==> src/rtl/cpu_hazard_scoreboard.sv <==
`default_nettype none
// ============================================================================
//  Module   : cpu_hazard_scoreboard
//  Purpose  : RAW/WAW interlock for the instruction-decode stage. Tracks a
//             per-register count of in-flight writes (issued at decode,
//             retired at writeback) and requests a decode stall while a
//             source is pending or the destination's pending count is full.
//             Includes a flush path, a sticky underflow error flag and a
//             saturating stall-cycle performance counter.
//  Ports    : clock        - rising-edge clock
//             reset        - asynchronous active-low reset
//             reg_s/reg_t  - decode source registers
//             reg_id_d     - decode destination register
//             issue_valid  - decode hands an instruction downstream
//             issue_writes - issuing instruction writes reg_id_d
//             wb_valid     - writeback retires a register write
//             wb_reg       - register being written back
//             flush        - discard all in-flight writes
//             reg_stall    - stall request to decode (combinational)
//             pending      - bit i set while register i has writes in flight
//             stall_count  - saturating count of stalled cycles
//             sb_error     - sticky writeback-to-non-pending-register flag
//  Revision : 1.0 - initial release
// ============================================================================
module cpu_hazard_scoreboard #(
    parameter int NUM_REGS = 32,
    parameter int ADDR_W   = 5,
    parameter int CNT_W    = 2,
    parameter int PERF_W   = 16
) (
    input  logic                clock,
    input  logic                reset,
    input  logic [ADDR_W-1:0]   reg_s,
    input  logic [ADDR_W-1:0]   reg_t,
    input  logic [ADDR_W-1:0]   reg_id_d,
    input  logic                issue_valid,
    input  logic                issue_writes,
    input  logic                wb_valid,
    input  logic [ADDR_W-1:0]   wb_reg,
    input  logic                flush,
    output logic                reg_stall,
    output logic [NUM_REGS-1:0] pending,
    output logic [PERF_W-1:0]   stall_count,
    output logic                sb_error
);

    localparam logic [CNT_W-1:0]  C_CNT_MAX  = '1;
    localparam logic [PERF_W-1:0] C_PERF_MAX = '1;

    logic [NUM_REGS-1:0][CNT_W-1:0] cnt_q, cnt_d;
    logic [PERF_W-1:0]              stall_count_q, stall_count_d;
    logic                           sb_error_q, sb_error_d;

    logic src_s_busy;
    logic src_t_busy;
    logic dst_full;
    logic issue_accept;
    logic wb_hit;
    logic wb_underflow;

    // Stall decision is made from registered counts only; a writeback in
    // this cycle does not bypass, so the stall drops one cycle later.
    always_comb begin
        src_s_busy   = (reg_s != '0) && (cnt_q[reg_s] != '0);
        src_t_busy   = (reg_t != '0) && (cnt_q[reg_t] != '0);
        dst_full     = issue_writes && (reg_id_d != '0) && (cnt_q[reg_id_d] == C_CNT_MAX);
        reg_stall    = src_s_busy || src_t_busy || dst_full;
        issue_accept = issue_valid && !reg_stall && !flush;
        wb_hit       = wb_valid && (wb_reg != '0);
        wb_underflow = wb_hit && (cnt_q[wb_reg] == '0);
    end

    // Counter next-state. An accepted issue and a valid retire on the same
    // register cancel. A retire against a zero count is dropped (and flagged
    // below). An accepted issue can never overflow because a full
    // destination forces a stall.
    always_comb begin
        cnt_d = cnt_q;
        for (int i = 1; i < NUM_REGS; i++) begin
            logic inc;
            logic dec;
            inc = issue_accept && issue_writes && (reg_id_d == ADDR_W'(i));
            dec = wb_hit && (wb_reg == ADDR_W'(i)) && (cnt_q[i] != '0);
            if (inc && !dec) begin
                cnt_d[i] = cnt_q[i] + CNT_W'(1);
            end else if (dec && !inc) begin
                cnt_d[i] = cnt_q[i] - CNT_W'(1);
            end
        end
        // Register 0 is hard-wired and never tracked.
        cnt_d[0] = '0;
        if (flush) begin
            cnt_d = '0;
        end
    end

    // A flush discards the writeback in the same cycle, so it cannot underflow.
    always_comb begin
        sb_error_d    = sb_error_q || (wb_underflow && !flush);
        stall_count_d = stall_count_q;
        if (reg_stall && (stall_count_q != C_PERF_MAX)) begin
            stall_count_d = stall_count_q + PERF_W'(1);
        end
    end

    always_ff @(posedge clock or negedge reset) begin
        if (!reset) begin
            cnt_q         <= '0;
            stall_count_q <= '0;
            sb_error_q    <= 1'b0;
        end else begin
            cnt_q         <= cnt_d;
            stall_count_q <= stall_count_d;
            sb_error_q    <= sb_error_d;
        end
    end

    generate
        for (genvar g = 0; g < NUM_REGS; g++) begin : g_pending
            assign pending[g] = |cnt_q[g];
        end
    endgenerate

    assign stall_count = stall_count_q;
    assign sb_error    = sb_error_q;

endmodule
`default_nettype wire

==> config.mk <==
export PLATFORM = sky130hd
export DESIGN_NAME = cpu_hazard_scoreboard
export DESIGN_NICKNAME = d
export VERILOG_FILES = /design/src/rtl/cpu_hazard_scoreboard.sv
export SDC_FILE = /design/constraint.sdc
export NUM_CORES = 1
export LEC_CHECK = 0
export BUFFER_PORTS_ARGS = -buffer_cell sky130_fd_sc_hd__buf_2
export CAP_MARGIN = 20
export CORE_MARGIN = 1.5
export CORE_UTILIZATION = 60
export CTS_CLUSTER_SIZE = 14
export DETAILED_ROUTE_END_ITERATION = 10
export PLACE_DENSITY = 0.82
export SYNTH_ARGS = -nofsm -noshare
export SYNTH_HDL_FRONTEND = slang
export SYNTH_SLANG_ARGS = --single-unit
==> constraint.sdc <==
create_clock -name clock -period 3.2 [get_ports clock]
set_clock_uncertainty 0.15 [all_clocks]
set_input_delay 0.16 -clock clock [delete_from_list [all_inputs] [get_ports clock]]
set_output_delay 0.16 -clock clock [all_outputs]
set_load 0.05 [all_outputs]
==> summary.txt <==
Place
  • GPL Wtd Cong: 1.036
  • DP Area: 7148 µm²
  • PortBufs: 74
  • Placed insts: 979
  • Detailed Place HPWL: 16.84 mm

Clocking
  • Worst-skew pair later-pin latency: 0.37 ns
  • Post-CTS sizing: 0
  • CTS tree: built
  • Clk pin slew, worst setup/hold paths: 0.09 ns
  • CTS root buf: clkbuf_8
  • H-tree Lvls: 3
  • Clock sink count: 79
  • CTS Buf Count: 9
  • CTS max path bufs: 2
  • Post CTS Setup Buffer Count: 0
  • Hold_buf cts: 1

GRT
  • Global-route wire length before repair: 35.69 mm
  • Grt ovf: 0
  • Largest net degree at the start of global routing: 80
  • GRT Total Usage: 0.4134
  • Vias in the first global route: 6,611
  • Initial antenna violation count: 0

Yosys
  • Number of synthesized flops with an enable pin: 0
  • Top post-synthesis cells by area: dfrtp_1, mux4_2, nor2_1
  • Gate Count Post-Synth: 785
  • Synthesized net count: 812
  • Synth Cell Area: 6516 µm²
  • Ys flop type: dfrtp_1
  • Async set-or-reset flop fraction in the synthesized netlist: 1.000
  • Synth cell types: 66
  • Flop and latch count out of synthesis: 79
  • Synth top area share: 0.3034
  • Synth area leader: dfrtp_1
  • Ys Warns: 0
  • Register area share after synthesis: 0.3034
  • Avg Cell Area, Syn: 8.301 µm²

Timing
  • Final min period: 3.136 ns
  • Final slew viol count: 0
  • Hold_ws: 0.07745 ns
  • Slew headroom: 0.4700
  • Fin Setup TNS: 0 ns
  • RSZ-0062 raised after global routing: false
  • Crit share post-route: 0.9800
  • Hold Vio Cnt, Final: 0
  • Worst-Margin Slew: 0.7877 ns
  • Final Setup Violations: 0
  • F_max: 0.3189 GHz

Power
  • Leakage: 3.021 nW
  • Power Total: 3.039 mW
  • Max IR drop VDD: 0.0005169 V
  • Pwr dens: 411.3 nW/µm²

Critical path
  • Crit start category: flop
  • CP max FO: 40
  • CP Data Arrival Time: 2.83 ns
  • CP max stage cell: mux4_2
  • Crit path kind: flop to output pin
  • Buffer and inverter count on the worst path: 2
  • CP Capture Type: output pin
  • Required @ worst endpoint: 2.89 ns
  • Largest stage delay on the critical path: 0.49 ns
  • Critical path cell sequence: nor2_1 -> mux4_2 -> a221o_1 -> a31oi_4 -> nor2_4 -> buf_12 -> nand2_1 -> buf_2
  • Cell family with most CP delay: compound AO/OA/AOI/OAI gates

Routing
  • DRT Pass-1 Iters: 8
  • DR WL/cell: 23.33 µm
  • Via count: 7,046
  • Final wirelength: 23.26 mm
  • Iter 0 DRT Violations: 826
  • Detail Route Antenna Nets: 0
  • DRC viols: 0
  • Vias/cell: 7.067

Floorplanning
  • Starting Density: 0.6256
  • Rows: 37
  • Die width: 107.2 µm
  • Core Footprint: 10,420 µm²
  • Ports: 76
  • Die area: 11,500 µm²
  • Die H: 107.2 µm

Final layout
  • Synthesis-to-finish area growth: 13.40%
  • Cell area after layout: 7390 µm²
  • Fillcell total: 849
  • Share of layout cells above drive strength 1: 0.2125
  • # diodes: 0
  • Layout Nets: 883
  • Post-route insts no fill: 997

Worst hold path
  • Class of the worst hold path: input port to flop

Status
  • Status: finished clean

Run
  • Max-Cap Viols: 0
==> power by group <==
group | switching, mW | total [mW] | internal (mW)
Sequential | 0.123 | 1.21 | 1.09
Combinational | 0.743 | 1.02 | 0.273
Clock | 0.441 | 0.810 | 0.369
Total | 1.31 | 3.04 | 1.73
==> cells in the final DEF (no fill, tap or decap), types with 4 or more instances in the layout <==
master / instances
a211oi_1: 9
a21o_1: 4
a21oi_1: 46
a22oi_1: 10
a31o_2: 5
a31oi_1: 12
a32oi_1: 8
and2_1: 12
and3_1: 5
and4_1: 4
buf_12: 4
buf_2: 73
buf_4: 34
clkbuf_8: 9
dfrtp_1: 79
inv_1: 37
mux2_2: 5
mux2i_1: 8
mux4_2: 32
nand2_1: 62
nand2b_1: 28
nand3_1: 43
nand3b_1: 4
nand4_1: 25
nor2_1: 78
nor2b_1: 17
nor3_1: 39
nor3b_1: 18
nor4_1: 24
o2111ai_1: 6
o21a_1: 4
o21ai_0: 29
or2_2: 4
or3_1: 15
xor2_1: 12
==> routing by layer <==
layer / wire, µm / up-vias / part of all wire / GRT usage
met5: 0 / - / 0 / 0
met4: 974 / 0 / 0.042 / 0.1819
met2: 10130 / 537 / 0.44 / 0.6210
met3: 3218 / 82 / 0.14 / 0.1191
met1: 8932 / 3351 / 0.38 / 0.5547
li1: - / 3076 / - / -
==> sequential cells by signal, summed over array words and instances (netlist names) <==
signal and count:
stall_count 16, sb_error 1, cnt_q 62
==> final timing paths <==
check	cells after the start	slack [ns]	from	to
max	8	0.06	cnt_q[17]$_DFFE_PN0P_	reg_stall
min	2	0.08	wb_valid	sb_error$_DFF_PN0_
max reg2reg	8	0.35	cnt_q[17]$_DFFE_PN0P_	stall_count[1]$_DFFE_PN0P_
min reg2reg	1	0.34	stall_count[15]$_DFFE_PN0P_	stall_count[15]$_DFFE_PN0P_
max in group asynchronous	3	2.15	reset	cnt_q[4]$_DFFE_PN0P_
min in group asynchronous	2	0.12	reset	cnt_q[33]$_DFFE_PN0P_
==> final cells by class <==
| type | instances | area, µm² | area share |
|---|---|---|---|
| clock buffer | 9 | 123.9 | 0.01676 |
| clock inverter | 7 | 80.08 | 0.01084 |
| inverter | 38 | 142.6 | 0.01930 |
| multi-input combinational | 615 | 4158 | 0.5626 |
| sequential | 79 | 1977 | 0.2675 |
| tap | 136 | 170.2 | 0.02303 |
| timing repair buffer | 113 | 738.2 | 0.09990 |
==> metrics by stage <==
stage	utilization	setup slack [ns]
floorplan	-	0.3246
global placement	0.6862	0.3196
detailed placement	0.6862	0.2721
CTS	0.7068	0.1329
global route	0.7094	0.01280
finish	0.7094	0.06404
==> synthesized netlist by cell type, types with 4 or more instances <==
master	count
nand3b_1	4
nand3_1	43
o21a_1	4
mux4_2	32
nor2_1	79
and3_1	5
nor2b_1	17
nor3b_1	18
a211oi_1	9
and2_1	12
nand4_1	25
and4_1	5
buf_2	18
xor2_1	12
or2_2	4
nand2_1	62
or3_1	15
a22oi_1	10
a31o_2	5
nand2b_1	28
o2111ai_1	6
a21o_1	4
dfrtp_1	79
a31oi_1	12
a32oi_1	8
inv_1	37
o21ai_0	29
mux2i_1	8
nor3_1	39
clkbuf_1	28
nor4_1	24
mux2_2	5
a21oi_1	46
buf_4	5
==> cells by family (layout without fill, tap and decap cells) <==
group / after synthesis / count (layout) / share of synthesized area
muxes: 46 / 46 / 0.1338
and+or+nand+nor: 387 / 387 / 0.3101
adders and majority gates: 1 / 1 / 0.001920
buffers and inverters: 91 / 167 / 0.05991
other: 1 / 1 / 0.0005755
AOI/OAI and AO/OA: 166 / 166 / 0.1715
DFF: 79 / 79 / 0.3034
xor gates and xnor gates: 14 / 14 / 0.01882
(Power assumes the default switching activity.)
